File: config.mk
export PLATFORM = sky130hd
export DESIGN_NAME = clock_ui_controller
export DESIGN_NICKNAME = d
export VERILOG_FILES = /design/src/rtl/clock_ui_controller.sv
export SDC_FILE = /design/constraint.sdc
export NUM_CORES = 1
export LEC_CHECK = 0
export CAP_MARGIN = 20
export CORE_AREA = 2 2 98 100
export CTS_CLUSTER_DIAMETER = 80
export DETAILED_ROUTE_END_ITERATION = 6
export DIE_AREA = 0 0 100 102
export GPL_TIMING_DRIVEN = 0
export HOLD_SLACK_MARGIN = 0.1
export PLACE_DENSITY_LB_ADDON = 0.05
export SETUP_SLACK_MARGIN = 0.05
export SLEW_MARGIN = 40
export SYNTH_ARGS = -nofsm -noshare
export SYNTH_HDL_FRONTEND = slang
export SYNTH_SLANG_ARGS = --single-unit
File: constraint.sdc
create_clock -name clock_sec -period 3 [get_ports clock_sec]
set_input_delay 0.45 -clock clock_sec [delete_from_list [all_inputs] [get_ports clock_sec]]
set_output_delay 0.45 -clock clock_sec [all_outputs]
set_load 0.05 [all_outputs]
File: src/rtl/clock_ui_controller.sv
// Button-driven time/alarm setting sequencer and alarm ring/snooze controller
// for the 12-hour timekeeper. Everything runs on the 1 Hz clock_sec domain.
//
// UI state | meaning
// ---------+------------------------------------------
// RUN    0 | normal display; inc toggles alarm arm
// T_HOUR 1 | editing time hour
// T_MIN  2 | editing time minute
// T_AMPM 3 | editing time meridiem; ok loads timekeeper
// A_HOUR 4 | editing alarm hour
// A_MIN  5 | editing alarm minute
// A_AMPM 6 | editing alarm meridiem; ok commits alarm
//
// Alarm state | meaning
// ------------+------------------------------------------
// IDLE        | waiting for hh:mm:00 match while armed
// RINGING     | sounding; owns all button presses
// SNOOZED     | silent countdown back to RINGING
module clock_ui_controller #(
  parameter int unsigned TIMEOUT    = 30,
  parameter int unsigned SNOOZE_SEC = 300,
  parameter int unsigned RING_MAX   = 60
) (
  input  logic       clock_sec,
  input  logic       reset,
  input  logic       btn_mode,
  input  logic       btn_inc,
  input  logic       btn_ok,
  input  logic [3:0] cur_hours,
  input  logic [5:0] cur_minutes,
  input  logic [5:0] cur_seconds,
  input  logic       cur_am_pm,
  output logic       set_time,
  output logic [3:0] set_hour,
  output logic [5:0] set_minute,
  output logic       set_am_pm,
  output logic [3:0] alarm_hour,
  output logic [5:0] alarm_minute,
  output logic       alarm_am_pm,
  output logic       alarm_enable,
  output logic       alarm_ringing,
  output logic       snoozed,
  output logic [2:0] mode_state
);

  typedef enum logic [2:0] {
    UI_RUN    = 3'd0,
    UI_T_HOUR = 3'd1,
    UI_T_MIN  = 3'd2,
    UI_T_AMPM = 3'd3,
    UI_A_HOUR = 3'd4,
    UI_A_MIN  = 3'd5,
    UI_A_AMPM = 3'd6
  } ui_state_t;

  typedef enum logic [1:0] {
    AL_IDLE    = 2'd0,
    AL_RINGING = 2'd1,
    AL_SNOOZED = 2'd2
  } al_state_t;

  localparam logic [15:0] TIMEOUT_M1 = 16'(TIMEOUT - 1);
  localparam logic [15:0] SNOOZE_C   = 16'(SNOOZE_SEC);
  localparam logic [15:0] RING_C     = 16'(RING_MAX);

  ui_state_t   ui_q, ui_d;
  al_state_t   al_q, al_d;
  logic [2:0]  prev_q, prev_d;  // {mode, ok, inc} previous samples
  logic [3:0]  buf_hour_q, buf_hour_d;
  logic [5:0]  buf_min_q, buf_min_d;
  logic        buf_ampm_q, buf_ampm_d;
  logic        set_time_q, set_time_d;
  logic [3:0]  set_hour_q, set_hour_d;
  logic [5:0]  set_min_q, set_min_d;
  logic        set_ampm_q, set_ampm_d;
  logic [3:0]  al_hour_q, al_hour_d;
  logic [5:0]  al_min_q, al_min_d;
  logic        al_ampm_q, al_ampm_d;
  logic        al_en_q, al_en_d;
  logic [15:0] idle_q, idle_d;
  logic [15:0] ring_q, ring_d;
  logic [15:0] snz_q, snz_d;

  logic raw_mode, raw_ok, raw_inc, any_press;
  logic p_mode, p_ok, p_inc;
  logic ui_mode, ui_ok, ui_inc;
  logic ringing, in_time, in_alarm, alarm_commit, match;

  // Edge detect, mode > ok > inc arbitration, and alarm ownership of presses.
  always_comb begin
    prev_d    = {btn_mode, btn_ok, btn_inc};
    raw_mode  = btn_mode & ~prev_q[2];
    raw_ok    = btn_ok & ~prev_q[1];
    raw_inc   = btn_inc & ~prev_q[0];
    any_press = raw_mode | raw_ok | raw_inc;
    p_mode    = raw_mode;
    p_ok      = raw_ok & ~raw_mode;
    p_inc     = raw_inc & ~raw_ok & ~raw_mode;
    ringing   = (al_q == AL_RINGING);
    ui_mode   = p_mode & ~ringing;
    ui_ok     = p_ok & ~ringing;
    ui_inc    = p_inc & ~ringing;
    in_time   = ui_q inside {UI_T_HOUR, UI_T_MIN, UI_T_AMPM};
    in_alarm  = ui_q inside {UI_A_HOUR, UI_A_MIN, UI_A_AMPM};
  end

  // UI FSM: edit buffer, time load strobe, alarm registers and edit timeout.
  always_comb begin
    ui_d         = ui_q;
    buf_hour_d   = buf_hour_q;
    buf_min_d    = buf_min_q;
    buf_ampm_d   = buf_ampm_q;
    set_time_d   = 1'b0;
    set_hour_d   = set_hour_q;
    set_min_d    = set_min_q;
    set_ampm_d   = set_ampm_q;
    al_hour_d    = al_hour_q;
    al_min_d     = al_min_q;
    al_ampm_d    = al_ampm_q;
    al_en_d      = al_en_q;
    alarm_commit = 1'b0;
    idle_d       = (any_press || ui_q == UI_RUN) ? 16'd0 : idle_q + 16'd1;

    if (ui_q == UI_RUN) begin
      if (ui_mode) begin
        ui_d       = UI_T_HOUR;
        buf_hour_d = cur_hours;
        buf_min_d  = cur_minutes;
        buf_ampm_d = cur_am_pm;
      end else if (ui_inc) begin
        al_en_d = ~al_en_q;
      end
    end else if (ui_mode) begin
      if (in_time) begin
        ui_d       = UI_A_HOUR;
        buf_hour_d = al_hour_q;
        buf_min_d  = al_min_q;
        buf_ampm_d = al_ampm_q;
      end else begin
        ui_d = UI_RUN;
      end
    end else if (ui_ok) begin
      case (ui_q)
        UI_T_HOUR: ui_d = UI_T_MIN;
        UI_T_MIN:  ui_d = UI_T_AMPM;
        UI_T_AMPM: begin
          set_time_d = 1'b1;
          set_hour_d = buf_hour_q;
          set_min_d  = buf_min_q;
          set_ampm_d = buf_ampm_q;
          ui_d       = UI_A_HOUR;
          buf_hour_d = al_hour_q;
          buf_min_d  = al_min_q;
          buf_ampm_d = al_ampm_q;
        end
        UI_A_HOUR: ui_d = UI_A_MIN;
        UI_A_MIN:  ui_d = UI_A_AMPM;
        UI_A_AMPM: begin
          al_hour_d    = buf_hour_q;
          al_min_d     = buf_min_q;
          al_ampm_d    = buf_ampm_q;
          al_en_d      = 1'b1;
          alarm_commit = 1'b1;
          ui_d         = UI_RUN;
        end
        default:   ui_d = UI_RUN;
      endcase
    end else if (ui_inc) begin
      if (ui_q inside {UI_T_HOUR, UI_A_HOUR}) begin
        buf_hour_d = (buf_hour_q == 4'd12) ? 4'd1 : buf_hour_q + 4'd1;
      end else if (ui_q inside {UI_T_MIN, UI_A_MIN}) begin
        buf_min_d = (buf_min_q == 6'd59) ? 6'd0 : buf_min_q + 6'd1;
      end else if (ui_q inside {UI_T_AMPM, UI_A_AMPM}) begin
        buf_ampm_d = ~buf_ampm_q;
      end else begin
        ui_d = UI_RUN;
      end
    end else if (!(in_time || in_alarm) || idle_q >= TIMEOUT_M1) begin
      // Abandon the edit: nothing is committed and no load strobe is issued.
      ui_d = UI_RUN;
    end
  end

  // Alarm FSM: trigger on hh:mm:00 match, ring/snooze countdowns, forced idle.
  always_comb begin
    al_d   = al_q;
    ring_d = ring_q;
    snz_d  = snz_q;
    match  = al_en_q && (cur_hours == al_hour_q) && (cur_minutes == al_min_q) &&
             (cur_am_pm == al_ampm_q) && (cur_seconds == 6'd0);
    case (al_q)
      AL_IDLE: begin
        if (match) begin
          al_d   = AL_RINGING;
          ring_d = RING_C;
        end
      end
      AL_RINGING: begin
        if (p_mode || p_ok) begin
          al_d = AL_IDLE;
        end else if (p_inc) begin
          al_d  = AL_SNOOZED;
          snz_d = SNOOZE_C;
        end else begin
          ring_d = ring_q - 16'd1;
          if (ring_q <= 16'd1) begin
            ring_d = 16'd0;
            al_d   = AL_IDLE;
          end
        end
      end
      AL_SNOOZED: begin
        snz_d = snz_q - 16'd1;
        if (snz_q <= 16'd1) begin
          snz_d  = 16'd0;
          ring_d = RING_C;
          al_d   = AL_RINGING;
        end
      end
      default: al_d = AL_IDLE;
    endcase
    if ((al_en_q && !al_en_d) || alarm_commit) begin
      al_d = AL_IDLE;
    end
  end

  // State and datapath registers; button history resets high so held buttons are ignored.
  always_ff @(posedge clock_sec or posedge reset) begin
    if (reset) begin
      ui_q       <= UI_RUN;
      al_q       <= AL_IDLE;
      prev_q     <= 3'b111;
      buf_hour_q <= 4'd12;
      buf_min_q  <= 6'd0;
      buf_ampm_q <= 1'b0;
      set_time_q <= 1'b0;
      set_hour_q <= 4'd12;
      set_min_q  <= 6'd0;
      set_ampm_q <= 1'b0;
      al_hour_q  <= 4'd12;
      al_min_q   <= 6'd0;
      al_ampm_q  <= 1'b0;
      al_en_q    <= 1'b0;
      idle_q     <= 16'd0;
      ring_q     <= 16'd0;
      snz_q      <= 16'd0;
    end else begin
      ui_q       <= ui_d;
      al_q       <= al_d;
      prev_q     <= prev_d;
      buf_hour_q <= buf_hour_d;
      buf_min_q  <= buf_min_d;
      buf_ampm_q <= buf_ampm_d;
      set_time_q <= set_time_d;
      set_hour_q <= set_hour_d;
      set_min_q  <= set_min_d;
      set_ampm_q <= set_ampm_d;
      al_hour_q  <= al_hour_d;
      al_min_q   <= al_min_d;
      al_ampm_q  <= al_ampm_d;
      al_en_q    <= al_en_d;
      idle_q     <= idle_d;
      ring_q     <= ring_d;
      snz_q      <= snz_d;
    end
  end

  assign set_time      = set_time_q;
  assign set_hour      = set_hour_q;
  assign set_minute    = set_min_q;
  assign set_am_pm     = set_ampm_q;
  assign alarm_hour    = al_hour_q;
  assign alarm_minute  = al_min_q;
  assign alarm_am_pm   = al_ampm_q;
  assign alarm_enable  = al_en_q;
  assign alarm_ringing = (al_q == AL_RINGING);
  assign snoozed       = (al_q == AL_SNOOZED);
  assign mode_state    = ui_q;

endmodule

Yosys cells after proc, flatten, opt, wreduce, memory -nomap -nowiden
Cells that the tools add are included.
- output and inout bits: 29
- input bits: 22
- register bits: 91
- logic and storage cells: 183
- $add $sub $neg: 5
- bitwise gates (word level): 21
- eq/ne operators: 29
- muxes and demuxes: 72
- order comparisons: 3
- reductions and logical operators: 36
- operators by type and width (cell ; count):
    2-to-1 mux 16 bit ; 9
    2-to-1 mux 6 bit ; 10
    case mux 16 bit (3 select lines) ; 1
    2-to-1 mux 4 bit ; 9
    less-or-equal comparator 16 x 1 -> 1 bit, second input constant ; 2
    case mux 16 bit (2 select lines) ; 1
    subtractor 16 x 1 -> 16 bit, second input constant ; 2
    2-to-1 mux 3 bit ; 10
    2-to-1 mux 1 bit ; 24
    nonzero test 3 bit ; 7
    adder 16 x 1 -> 16 bit, second input constant ; 1
    >= comparator 16 x 5 -> 1 bit, second input constant ; 1
    case mux 3 bit (5 select lines) ; 1
    AND reduction 5 bit ; 3
    2-to-1 mux 2 bit ; 6
    inequality test 4 bit, second input constant ; 3
    inverter 1 bit ; 10
    bitwise AND 1 bit ; 9
    equality test 3 bit, second input constant ; 3
    inequality test 3 bit, second input constant ; 3
    inequality test 2 bit, second input constant ; 4
    AND reduction 4 bit ; 2
    nonzero test 2 bit ; 4
    AND reduction 7 bit ; 1
    26 further kinds ; 40

Longest topological paths before layout
- word-level depth: 14
- mapped depth: 8

Worst setup path after synthesis
OpenSTA, ideal clock, no wires.
- path kind: register to register
- start: register al_q[1]
- end: register buf_min_q[0]
- path slack: 0.884 ns
- arrival time: 1.992 ns
- buffers on the path: 2
- cell stages (with the launch flop): 9
- data required time: 2.875 ns
- cells stage by stage: dfrtp_1 -> nand2b_1 -> inv_1 -> a21oi_1 -> buf_2 -> o21ai_0 -> a31o_2 -> buf_2 -> mux2_2
- word-level cells in the longest chain between the ends: 6
- elaborated cells between the ends (all ways): 15
- ends and longest elaborated chain (element ; RTL line ; RTL):
    start: declaration ; 67 ; al_state_t al_q, al_d;
    start signal: assignment ; 249 ; al_q <= al_d;
    equality test 2 x 1 -> 1 bit (*) ; n/a ;
    via alarm_ringing ; 41 ; output logic alarm_ringing,
    inverter 1 bit (*) ; 100, 101, 102 ;
    parallel branches: the longest is 4 deep, another holds AND reduction 6 bit ; n/a ;
    end signal: assignment ; 252 ; buf_min_q <= buf_min_d;
    end: declaration ; 70 ; logic [5:0] buf_min_q, buf_min_d;
Mark *: on every way through the listed nets, which the timed path passes.
A chain may end at the register's enable or synchronous reset.

Worst setup path after layout
- start: register al_q[0]
- end: output snoozed
- word-level cells in the longest chain between the ends: 1
- ends and longest elaborated chain (element ; RTL line ; RTL):
    equality test 2 bit ; 277 ; assign snoozed = (al_q == AL_SNOOZED);
    end: declaration ; 42 ; output logic snoozed,
Every way passes these cells.

==> results.md <==
- Fillers: approximately 750
- Vias per cell: between 6 and 7
- Sink Count: between 90 and 100
- Leakage: 2.581 nW
- RePlAce Congestion: 0.8591
- Post-synthesis async set-or-reset flop share: 100.0%
- Drt pass-1 iters: 4
- Clock root cell: clkbuf_8
- Peak Freq: 0.4050 GHz
- First-pass GRT wire length: approximately 20000 um
- Startpoint Class: flip-flop
- Gr usage total: about a quarter
- Busiest layer in global routing: met2
- Worst r2r path cells: 6
- Largest cells by area after synthesis: dfrtp_1 39%, mux2_2 7.1%, dfstp_2 4.5%
- Met1 usage: between 30% and 40%
- TritonCTS buffer count: 9
- Avg Inst Size Synth: a little under 10 um2
- Die span in y: 102 um
- Worst VDD drop: 0.4190 mV
- GR Util met2: 39.50%
- RR Endpoint: ring_q[7]
- Critical Path AT: 2.02 ns
- Port bufs: 50
- Crit-path max FO: 6
- Final global-route overflow total: 0
- Synth warn: 0
- # diodes: 0
- Cell taking the most area after synthesis: dfrtp_1
- Antenna-violating nets left: 0
- CP Class: flip-flop to output pin
- Post-synth EDFFs: 0
- Area grow syn2layout: 16.97%
- Final Max Tran Viols: 0
- Synth Cell Area: 5205 um2
- Die area: 10200 um2
- DR iter-0 viols: 257
- Reg2Reg Launch Point: alarm_hour[2]
- Worst slew pin tran: 0.6135 ns
- Row count: 35
- CP startpoint: al_q[0]
- Outcome: finished clean
- Share of the synthesized area in the top cell type: 39.42%
- Worst Hold Class: input port to async pin
- Post-Route WL: 11820 um
- Final nets: 631
- Io pins: 51
- Endpoints failing setup: 0
- Final HPWL DP: 8443 um
- Initial antenna violation count: 0
- Vias after detailed routing: 4303
- RSZ-0062 raised after global routing: no
- Initial Util: between 50% and 60%
- H-tree Lvls: 3
- Worst setup EP type: output pin
- Post_cts resized: 0
- Final hold violation count: 0
- Hold buffer count at cts: 0
- Sequential area share after synthesis: a little over two fifths
- FF-to-FF setup slack: 0.70 ns
- Register area: around 2300 um2
- CORE AREA: slightly above 9000 um2
- Crit-path slowest cell: clkdlybuf4s50_1
- Critical path endpoint: snoozed
- CP Data Required Time: roughly 2.6 ns
- Period minus WS final: 2.469 ns
- Synthesized net count: 569
- Drt wl/cell: 16.56 um
- Worst-Skew Late Latency: ~0.36 ns
- Cells after Synth: between 500 and 600
- DRC viols: 0
- Period utilization: 82.31%
- Met3 usage in global routing: 4.446%
- Unique cell type count in the Yosys netlist: 62
- Layout cells sized above 1: 14.43%
- Skew final: 0.01688 ns
- Die W: roughly 100 um
- Pwr Total: 5.488 mW
- Slew margin rel.: 58.82%
- CTS tree: built
- Setup Fix Bufs, Post-CTS: 0
- Critical path cell sequence: nand2b_1 > inv_1 > clkdlybuf4s50_1
- Synthesized flop and latch total: 91
- Power per cell area: 901.4 nW/um2
- Worst Hold Slack: 0.4820 ns
- Slowest stage delay, CP: roughly 0.84 ns
- Clock tree buffer depth: 2
- CTS clk-pin slew, worst paths: 0.10 ns
- Top FF cell, synth: dfrtp_1
- Max Cap Viol: 0
- Pin count of the biggest net entering global routing: 48
- Area of the multi-input gates: 2720 um2
- Vias in the first global route: 4162
registers in the layout (all words and copies together), names as in the netlist, 2 cells and up:
signal and count:
alarm_minute 6, buf_min_q 6, prev_q 3, buf_hour_q 4, snz_q 16, set_hour 4, alarm_hour 4, al_q 2
set_minute 6, idle_q 16, mode_state 3, ring_q 16
placed cells by master, fill, tap and decap left out, types with 5 or more instances in the layout:
master and count:
nor2_1 50, and3_1 7, clkdlybuf4s50_1 50, o21ai_0 15
clkbuf_1 12, or3_1 13, a21o_1 6, nor4_1 12
clkbuf_8 10, a21oi_1 23, nand3_1 14, a31oi_1 24
nand2_1 43, a211oi_1 6, ha_1 11, nand4_1 5
mux2i_1 6, nor2b_1 7, inv_1 25, xor2_1 20
nor3_1 17, dfstp_2 9, nand2b_1 10, xnor2_1 7
or4_1 6, mux2_2 33, o22ai_1 7, dfrtp_1 82
cells in the mapped netlist (all sizes together), types with 16 or more instances:
master  count
nor3       19
a21oi      27
a31oi      24
mux2       33
xor2       20
o21ai      16
nand2      44
dfrtp      82
nor2       50
inv        26
critical path: cells and delay by family, from the launching register on:
family | cells | cell delay [ns]
simple gates | 1 | 0.25
buf+inv | 2 | 1.01
flops | 1 | 0.41
routing by layer:
layer	vias to the layer above	share of wire, %
met5	-	0
met2	107	47
met3	15	3.7
met4	0	1.5
met1	2101	48
li1	2080	-
final cells by class:
class                   count  area share, %
plain buffers              19          1.747
clock buffers              11          2.322
clock inverters             5          1.028
inverters                  26          1.685
multi-input cells         400          44.68
flip-flops and latches     91          37.59
well taps                 111          2.281
repair buffers             51          8.672
report_power, final:
part | internal (mW) | switching (mW)
Clock | 0.413 | 0.447
Combinational | 1.04 | 1.63
Sequential | 1.57 | 0.384
how the worst min path moves through the flow:
stage | start | end | slack [ns]
final | reset | alarm_hour[1] | 0.48
after global routing | ring_q[9] | ring_q[9] | 0.51
after CTS | reset | alarm_hour[1] | 0.49
after floorplan | ring_q[9] | ring_q[9] | 0.45
after global placement | ring_q[9] | ring_q[9] | 0.47
after detailed placement | ring_q[15] | ring_q[15] | 0.49
cell families (layout without fill, tap and decap cells):
| kind of cell | count (synthesis) | count (layout) | synth area share (%) |
|---|---|---|---|
| buffers and inverters | 45 | 112 | 3.918 |
| AOI/OAI and AO/OA | 122 | 122 | 16.23 |
| DFF | 91 | 91 | 43.97 |
| muxes | 39 | 39 | 8.293 |
| xor gates and xnor gates | 27 | 27 | 4.543 |
| and+or+nand+nor | 200 | 200 | 20.22 |
| adders and majority gates | 12 | 12 | 2.837 |
metrics by stage:
step | setup TNS [ns] | instance area (um2) | cells | util [%] | setup slack (ns)
after global placement | -102.28 | 5844 | 697 | 64.16 | -1.219
final | 0 | 6088 | 714 | 66.84 | 0.5308
after CTS | 0 | 6081 | 714 | 66.76 | 0.5538
after detailed placement | 0 | 5877 | 698 | 64.52 | 0.2327
after floorplan | 0 | 5205 | 536 | - | 0.2013
after global routing | 0 | 6088 | 714 | 66.84 | 0.4478
No activity file was read; power rests on OpenSTA's default activity.
